**src/rtl/fnb_ctrl.sv**
```systemverilog
// Pipeline flush-and-bubble controller: jump redirect, load-use bubble, divider and data-bus stalls.
// Define FNB_STALL_CNT_EN to add the stall/flush cycle counters and their ports.
module fnb_ctrl (
    input  logic        clk,
    input  logic        rst,
    input  logic        ex_jump_i,
    input  logic [31:0] ex_jump_addr_i,
    input  logic [4:0]  id_rs1_addr_i,
    input  logic [4:0]  id_rs2_addr_i,
    input  logic        id_rs1_re_i,
    input  logic        id_rs2_re_i,
    input  logic [4:0]  ex_rd_addr_i,
    input  logic        ex_load_i,
    input  logic        ex_div_start_i,
    input  logic        div_done_i,
    input  logic        mem_req_i,
    input  logic        mem_ready_i,
    output logic        fnb_flush_if_id_o,
    output logic        fnb_flush_id_ex_o,
    output logic        fnb_hold_pc_o,
    output logic        fnb_hold_if_id_o,
    output logic        fnb_hold_id_ex_o,
    output logic        fnb_hold_ex_mem_o,
    output logic        fnb_jump_o,
    output logic [31:0] fnb_jump_addr_o,
    output logic        fnb_div_timeout_o,
    output logic [1:0]  fnb_state_o
`ifdef FNB_STALL_CNT_EN
    ,
    output logic [31:0] fnb_stall_cnt_o,
    output logic [31:0] fnb_flush_cnt_o
`endif
);

    typedef enum logic [1:0] {
        IDLE     = 2'd0,
        DIV_WAIT = 2'd1,
        MEM_WAIT = 2'd2
    } state_e;

    localparam logic [5:0] DIV_LIMIT = 6'd40;

    state_e      state_q, state_d;
    logic [5:0]  cnt_q, cnt_d;
    logic        load_use;
    logic        mem_stall;
    logic        div_expired;

    assign load_use = ex_load_i && (ex_rd_addr_i != 5'd0) &&
                      ((id_rs1_re_i && (id_rs1_addr_i == ex_rd_addr_i)) ||
                       (id_rs2_re_i && (id_rs2_addr_i == ex_rd_addr_i)));
    assign mem_stall   = mem_req_i && !mem_ready_i;
    assign div_expired = (cnt_q == DIV_LIMIT);
    assign fnb_state_o = state_q;

    always_ff @(posedge clk or posedge rst) begin
        if (rst) begin
            state_q <= IDLE;
            cnt_q   <= 6'd0;
        end else begin
            state_q <= state_d;
            cnt_q   <= cnt_d;
        end
    end

    always_comb begin
        state_d = state_q;
        cnt_d   = cnt_q;
        case (state_q)
            IDLE: begin
                if (mem_stall) begin
                    state_d = MEM_WAIT;
                end else if (ex_div_start_i) begin
                    state_d = DIV_WAIT;
                    cnt_d   = 6'd0;
                end
            end
            DIV_WAIT: begin
                // Done and expiry share one exit; done only differs in suppressing the pulse.
                if (div_done_i || div_expired) begin
                    state_d = IDLE;
                end else begin
                    cnt_d = cnt_q + 6'd1;
                end
            end
            MEM_WAIT: begin
                if (mem_ready_i) begin
                    state_d = IDLE;
                end
            end
            default: state_d = IDLE;
        endcase
    end

    always_comb begin
        logic flush_if_id, flush_id_ex, hold_pc, hold_if_id, hold_id_ex, hold_ex_mem;
        flush_if_id       = 1'b0;
        flush_id_ex       = 1'b0;
        hold_pc           = 1'b0;
        hold_if_id        = 1'b0;
        hold_id_ex        = 1'b0;
        hold_ex_mem       = 1'b0;
        fnb_jump_o        = 1'b0;
        fnb_jump_addr_o   = 32'd0;
        fnb_div_timeout_o = 1'b0;
        // Outputs are combinational on inputs in IDLE, so reset must gate them directly.
        if (!rst) begin
            case (state_q)
                IDLE: begin
                    if (mem_stall) begin
                        hold_pc     = 1'b1;
                        hold_if_id  = 1'b1;
                        hold_id_ex  = 1'b1;
                        hold_ex_mem = 1'b1;
                    end else if (ex_jump_i) begin
                        fnb_jump_o      = 1'b1;
                        fnb_jump_addr_o = ex_jump_addr_i;
                        flush_if_id     = 1'b1;
                        flush_id_ex     = 1'b1;
                    end else if (load_use) begin
                        hold_pc     = 1'b1;
                        hold_if_id  = 1'b1;
                        flush_id_ex = 1'b1;
                    end
                end
                DIV_WAIT: begin
                    hold_pc           = 1'b1;
                    hold_if_id        = 1'b1;
                    hold_id_ex        = 1'b1;
                    fnb_div_timeout_o = div_expired && !div_done_i;
                end
                MEM_WAIT: begin
                    hold_pc     = 1'b1;
                    hold_if_id  = 1'b1;
                    hold_id_ex  = 1'b1;
                    hold_ex_mem = 1'b1;
                end
                default: ;
            endcase
        end
        fnb_flush_if_id_o = flush_if_id;
        fnb_flush_id_ex_o = flush_id_ex;
        fnb_hold_pc_o     = hold_pc;
        fnb_hold_if_id_o  = hold_if_id && !flush_if_id;
        fnb_hold_id_ex_o  = hold_id_ex && !flush_id_ex;
        fnb_hold_ex_mem_o = hold_ex_mem;
    end

`ifdef FNB_STALL_CNT_EN
    logic [31:0] stall_cnt_q, flush_cnt_q;

    always_ff @(posedge clk or posedge rst) begin
        if (rst) begin
            stall_cnt_q <= 32'd0;
            flush_cnt_q <= 32'd0;
        end else begin
            if (fnb_hold_pc_o) stall_cnt_q <= stall_cnt_q + 32'd1;
            if (fnb_jump_o)    flush_cnt_q <= flush_cnt_q + 32'd1;
        end
    end

    assign fnb_stall_cnt_o = stall_cnt_q;
    assign fnb_flush_cnt_o = flush_cnt_q;
`endif

endmodule

```
**config.mk**
```make
export PLATFORM = sky130hd
export DESIGN_NAME = fnb_ctrl
export DESIGN_NICKNAME = d
export VERILOG_FILES = /design/src/rtl/fnb_ctrl.sv
export SDC_FILE = /design/constraint.sdc
export NUM_CORES = 1
export LEC_CHECK = 0
export ABC_AREA = 1
export BUFFER_PORTS_ARGS = -buffer_cell sky130_fd_sc_hd__buf_2
export CAP_MARGIN = 15
export CORE_ASPECT_RATIO = 0.9
export CORE_MARGIN = 8
export CORE_UTILIZATION = 36
export CTS_BUF_LIST = sky130_fd_sc_hd__clkbuf_8
export CTS_CLUSTER_DIAMETER = 150
export DETAILED_ROUTE_END_ITERATION = 8
export GPL_ROUTABILITY_DRIVEN = 0
export GPL_TIMING_DRIVEN = 0
export PLACE_DENSITY = 0.8
export RECOVER_POWER = 100
export SLEW_MARGIN = 20
export SYNTH_ARGS = -nofsm -noshare
export SYNTH_HDL_FRONTEND = slang
export SYNTH_SLANG_ARGS = --single-unit
```
**constraint.sdc**
```tcl
create_clock -name clk -period 1.35 [get_ports clk]
set_input_delay 0.0675 -clock clk [delete_from_list [all_inputs] [get_ports clk]]
set_output_delay 0.0675 -clock clk [all_outputs]
set_load 0.02 [all_outputs]
```
# Yosys cells after proc, flatten, opt, wreduce, memory -nomap -nowiden
# Cells that the tools add are included.
[word_totals]
reg_bits = 8
latchBits = 0
ramBits = 0
mem_bits_ro = 0
input_bits = 57
output_inout_bits = 42
elab_cells = 67
n_memories = 0
[classes]
addsub = 1
mul = 0
div_mod_pow = 0
n_lt_le_gt_ge = 0
eq_ne = 11
shifts = 0
n_mux = 33
n_bitwise = 0
n_reduce_logical = 20
[ops]
columns = ["op", "n"]
rows = [
  ["$mux 32", 4],
  ["$mux 6", 3],
  ["$mux 1", 17],
  ["$pmux 6 s2", 1],
  ["$eq 5x5->1", 2],
  ["$ne 2x2->1 const B", 5],
  ["$logic_and 1x1->1", 8],
  ["$mux 2", 4],
  ["$add 6x1->6 const B", 1],
  ["$eq 6x6->1 const B", 1],
  ["$pmux 1 s2", 3],
  ["$pmux 2 s3", 1],
  ["$reduce_bool 5->1", 1],
  ["$logic_not 1->1", 4],
  ["$reduce_and 4->1", 1],
  ["$ne 3x3->1 const B", 1],
  ["$reduce_and 3->1", 1],
  ["$eq 2x1->1 const B", 1],
  ["$eq 2x2->1 const B", 1],
  ["$logic_not 2->1", 1],
  ["$logic_or 1x1->1", 2],
  ["$reduce_bool 2->1", 1],
  ["$reduce_or 2->1", 1],
]

# Depth between registers and ports, before layout
[logic_depth]
ltp_word = 11
ltp_mapped = 11
mapped_depth_nobuf = 11

# Worst setup path before layout
# OpenSTA, ideal clock, no wires.
[synth_path]
path_kind = "reg2out"
startpoint = "register state_q[0] (netlist: fnb_state_o[0])"
endpoint = "output port fnb_hold_if_id_o"
t_arrival_ns = 1.622
required_time_ns = 1.283
slack_ns = -0.340
stages_incl_launch_ff = 10
n_path_buf = 0
path_cell_list = "dfrtp_1 > inv_1 > ha_1 > inv_1 > nor2_1 > inv_1 > nor2_2 > nand2_4 > inv_1 > a21oi_1"
[synth_via]
elab_chain_cells = 5
word_cells_on_any_way = 10
cone_classes = "2 x eq/ne; 4 x mux; 4 x reduce/logical"
[synth_lines]
columns = ["element", "line_no", "text"]
rows = [
  ["start: declaration", "43", "state_e state_q, state_d;"],
  ["start signal: assignment", "61", "state_q <= state_d;"],
  ["$logic_not 2->1", "108", "case (state_q)"],
  ["$mux 1", "108", ""],
  ["$mux 1", "107", "if (!rst) begin"],
  ["named net fnb_flush_if_id_o", "18", "output logic fnb_flush_if_id_o,"],
  ["$logic_not 1->1", "144", "fnb_hold_if_id_o = hold_if_id && !flush_if_id;"],
  ["$logic_and 1x1->1", "144", ""],
  ["end: declaration", "21", "output logic fnb_hold_if_id_o,"],
]
# The timed path passes the listed nets, and every way through them passes these cells.

# Worst setup path in the final report
[layout_path]
startpoint = "register state_q[1] (netlist: fnb_state_o[1])"
endpoint = "output port fnb_jump_o"
[layout_via]
elab_chain_cells = 3
[layout_lines]
columns = ["element", "line_no", "text"]
rows = [
  ["$logic_not 2->1", "108", ""],
  ["$mux 1", "108", ""],
  ["$mux 1", "107", ""],
  ["end: declaration", "24", "output logic fnb_jump_o,"],
]
# No other way between the ends.

==> summary.txt <==
Detailed routing
  – Detailed Route Iter0 Violations: 36
  – Final WL: 5070 microns
  – Routed Antenna Nets: 0
  – Via count: 1689
  – Via density per instance: 4.54
  – DR DRC count: 0
  – Drt first pass iters: 4
  – Mean routed wirelength per cell: 13.6 microns

Cells and area
  – Final non-filler cell total: 372
  – Area growth from synthesis to layout: 116%
  – Filler Cell Count: 213
  – Layout Nets: 395
  – Layout cells sized above 1: 54.8%
  – Design area: 2490 sq um
  – Final core utilization: 81.2%
  – ANT cells: 0

Global route
  – Pin count of the biggest net entering global routing: 11
  – Global Route met2 Usage: 33.7%
  – Top Usage Layer GRT: met2
  – GR met1 Demand/Resource: 17.4%
  – Total Routing Usage GR: 17.4%
  – First-pass GRT wire length: 7280 microns
  – Grt ovf: 0
  – Vias in the first global route: 1601
  – Met3 GRT Util: 3.76%
  – Initial antenna violation count: 0

Clock network
  – H-tree depth: 1
  – Clk_lat worst skew: 0.23 ns
  – Clock transition at the registers of the reported paths: 0.04 ns
  – Inserted Clock Buffers: 3
  – Clock root buffer: clkbuf_8
  – CTS tree: done
  – CTS Buffer Depth: 2
  – TritonCTS Sinks: 8

Synth
  – Yosys top cell area share: 19.5%
  – Mapped Avg Cell Area: 5.44 sq um
  – Post-synthesis cell type count: 25
  – Cells after Synth: 212
  – Post-Syn Area: 1150 sq um
  – Asr flop ratio synth: 100%
  – Synth warn: 0
  – Post-synth top area cell: inv_1
  – Post-synthesis net count: 275
  – Dominant synthesized flop cell: dfrtp_1
  – Seq cells post-synth: 8
  – Sequential cell area fraction in the yosys report: 17.4%
  – Most instantiated cells after synthesis: 60 x inv_1, 51 x nand2_1, 45 x nor2_1, 8 x dfrtp_1, 7 x o21ai_0
  – Count leader, synth: inv_1
  – Main area contributors after synthesis: inv_1 20%, dfrtp_1 17%, nand2_1 17%
  – Post-synth EDFFs: 0

Place
  – Placed cells: 352
  – DP HPWL: 3420 microns
  – Placed instance area: 2000 sq um
  – Post-Place Worst Slack: -0.325 ns
  – IO buf count: 98

Die
  – # rows: 19
  – Io pins: 99
  – Die height: 69.7 microns
  – Die Area: 5270 sq um
  – Core box area: 3070 sq um
  – Initial Utilization: 37.6%
  – Die Wd: 75.6 microns

STA
  – RSZ-0062 raised after global routing: true
  – Hold_ws: 0.314 ns
  – Period utilization: 134%
  – Min Tclk post-route: 1.81 ns
  – Max Clock Skew: 0.00231 ns
  – Final WS setup: -0.457 ns
  – F_max: 0.553 GHz
  – Slew Limit Fails: 0
  – Final setup viols: 48
  – Slew headroom: 73.9%
  – Hold Vio Cnt, Final: 0
  – Slew @ Worst Pin: 0.390 ns

Worst setup path
  – Critical Path RT: 1.28 ns
  – CP Capture Type: output port
  – Critical path class: reg -> out
  – Worst Path Max Fanout: 7
  – Crit start category: flop
  – Crit path DAT: 1.74 ns

Power
  – Total power divided by cell area: 1160 nW/um^2
  – Leak: 1.36 nW
  – Worst vdd ir: 1.09 mV

Flow run
  – Max-cap violation count: 0

Min path
  – Worst hold path type: in -> reg

Status
  – Outcome: complete, but fails checks
  – Failing checks: setup timing
[metal layers]
metal,up-vias,part of all wire (%),routed length [microns]
met5,-,0,0
met4,0,2.3,118
met3,10,10,531
met2,89,52,2610
met1,750,36,1810
li1,840,-,-
[kinds of logic after synthesis]
kind of cell,synth area share (%)
compound gates,5.64
xor+xnor,3.04
fa+ha+maj,6.51
buf+inv,24.0
flops,17.4
simple gates,43.4
[worst max-delay path: stages (launching register included)]
cell,delay [ns]
dfrtp_2,0.41
inv_2,0.08
ha_4,0.15
inv_4,0.04
nor2_4,0.08
inv_2,0.05
nor2_4,0.13
nand2_4,0.13
buf_6,0.15
clkinvlp_4,0.09
buf_6,0.09
buf_6,0.10
[through the flow]
step | setup TNS [ns] | power [mW]
finish | -18.30 | 2.89
floorplan | -6.40 | 1.47
global route | -21.95 | 3.06
global placement | -10.93 | 1.83
CTS | -17.40 | 2.58
detailed placement | -11.65 | 1.87
[worst paths after layout]
check	from	endpoint	slack, ns	depth (start not counted)
max in group asynchronous	rst	fnb_state_o[1]	0.56	3
min in group asynchronous	rst	cnt_q[1]	0.49	3
max	fnb_state_o[1]	fnb_jump_o	-0.46	11
min	mem_ready_i	fnb_state_o[1]	0.31	5
min reg2reg	cnt_q[5]	cnt_q[5]	0.54	2
max reg2reg	cnt_q[1]	cnt_q[2]	-0.30	11
[where the power goes]
group / switching [mW] / internal [mW]
Sequential: 0.0455 / 0.292
Combinational: 1.26 / 1.00
Clock: 0.0949 / 0.193
Total: 1.40 / 1.49
[sequential cells by signal (all words and copies together), names as in the netlist]
signal / cells
cnt_q: 6
fnb_state_o: 2
[repair_timing]
item	4_1_cts	5_1_grt
hold endpoints to repair	8	0
hold buffers	1	0
pin swaps	7	7
resized for setup	74	20
cloned	1	1
endpoints found under the setup margin	48	48
buffers inserted	11	3
[cells in the final DEF, fill, tap and decap left out, drive strengths merged, types with 3 or more instances in the layout]
cell	Yosys	final
buf	4	115
dfrtp	8	8
nand3	6	7
o21ai	8	8
nand2	55	55
nor2	50	50
clkbuf	0	5
xnor2	3	3
ha	6	6
inv	62	61
[final cells by class]
class	count	area, sq um	share of cell area [%]
buffer	4	71.3	2.87
clock buffer	3	41.3	1.66
inverter	62	241	9.70
multi-input combinational	139	1030	41.3
sequential	8	203	8.14
tap	42	52.6	2.11
timing repair buffer	114	851	34.2
Power figures use the tool's default switching activity.
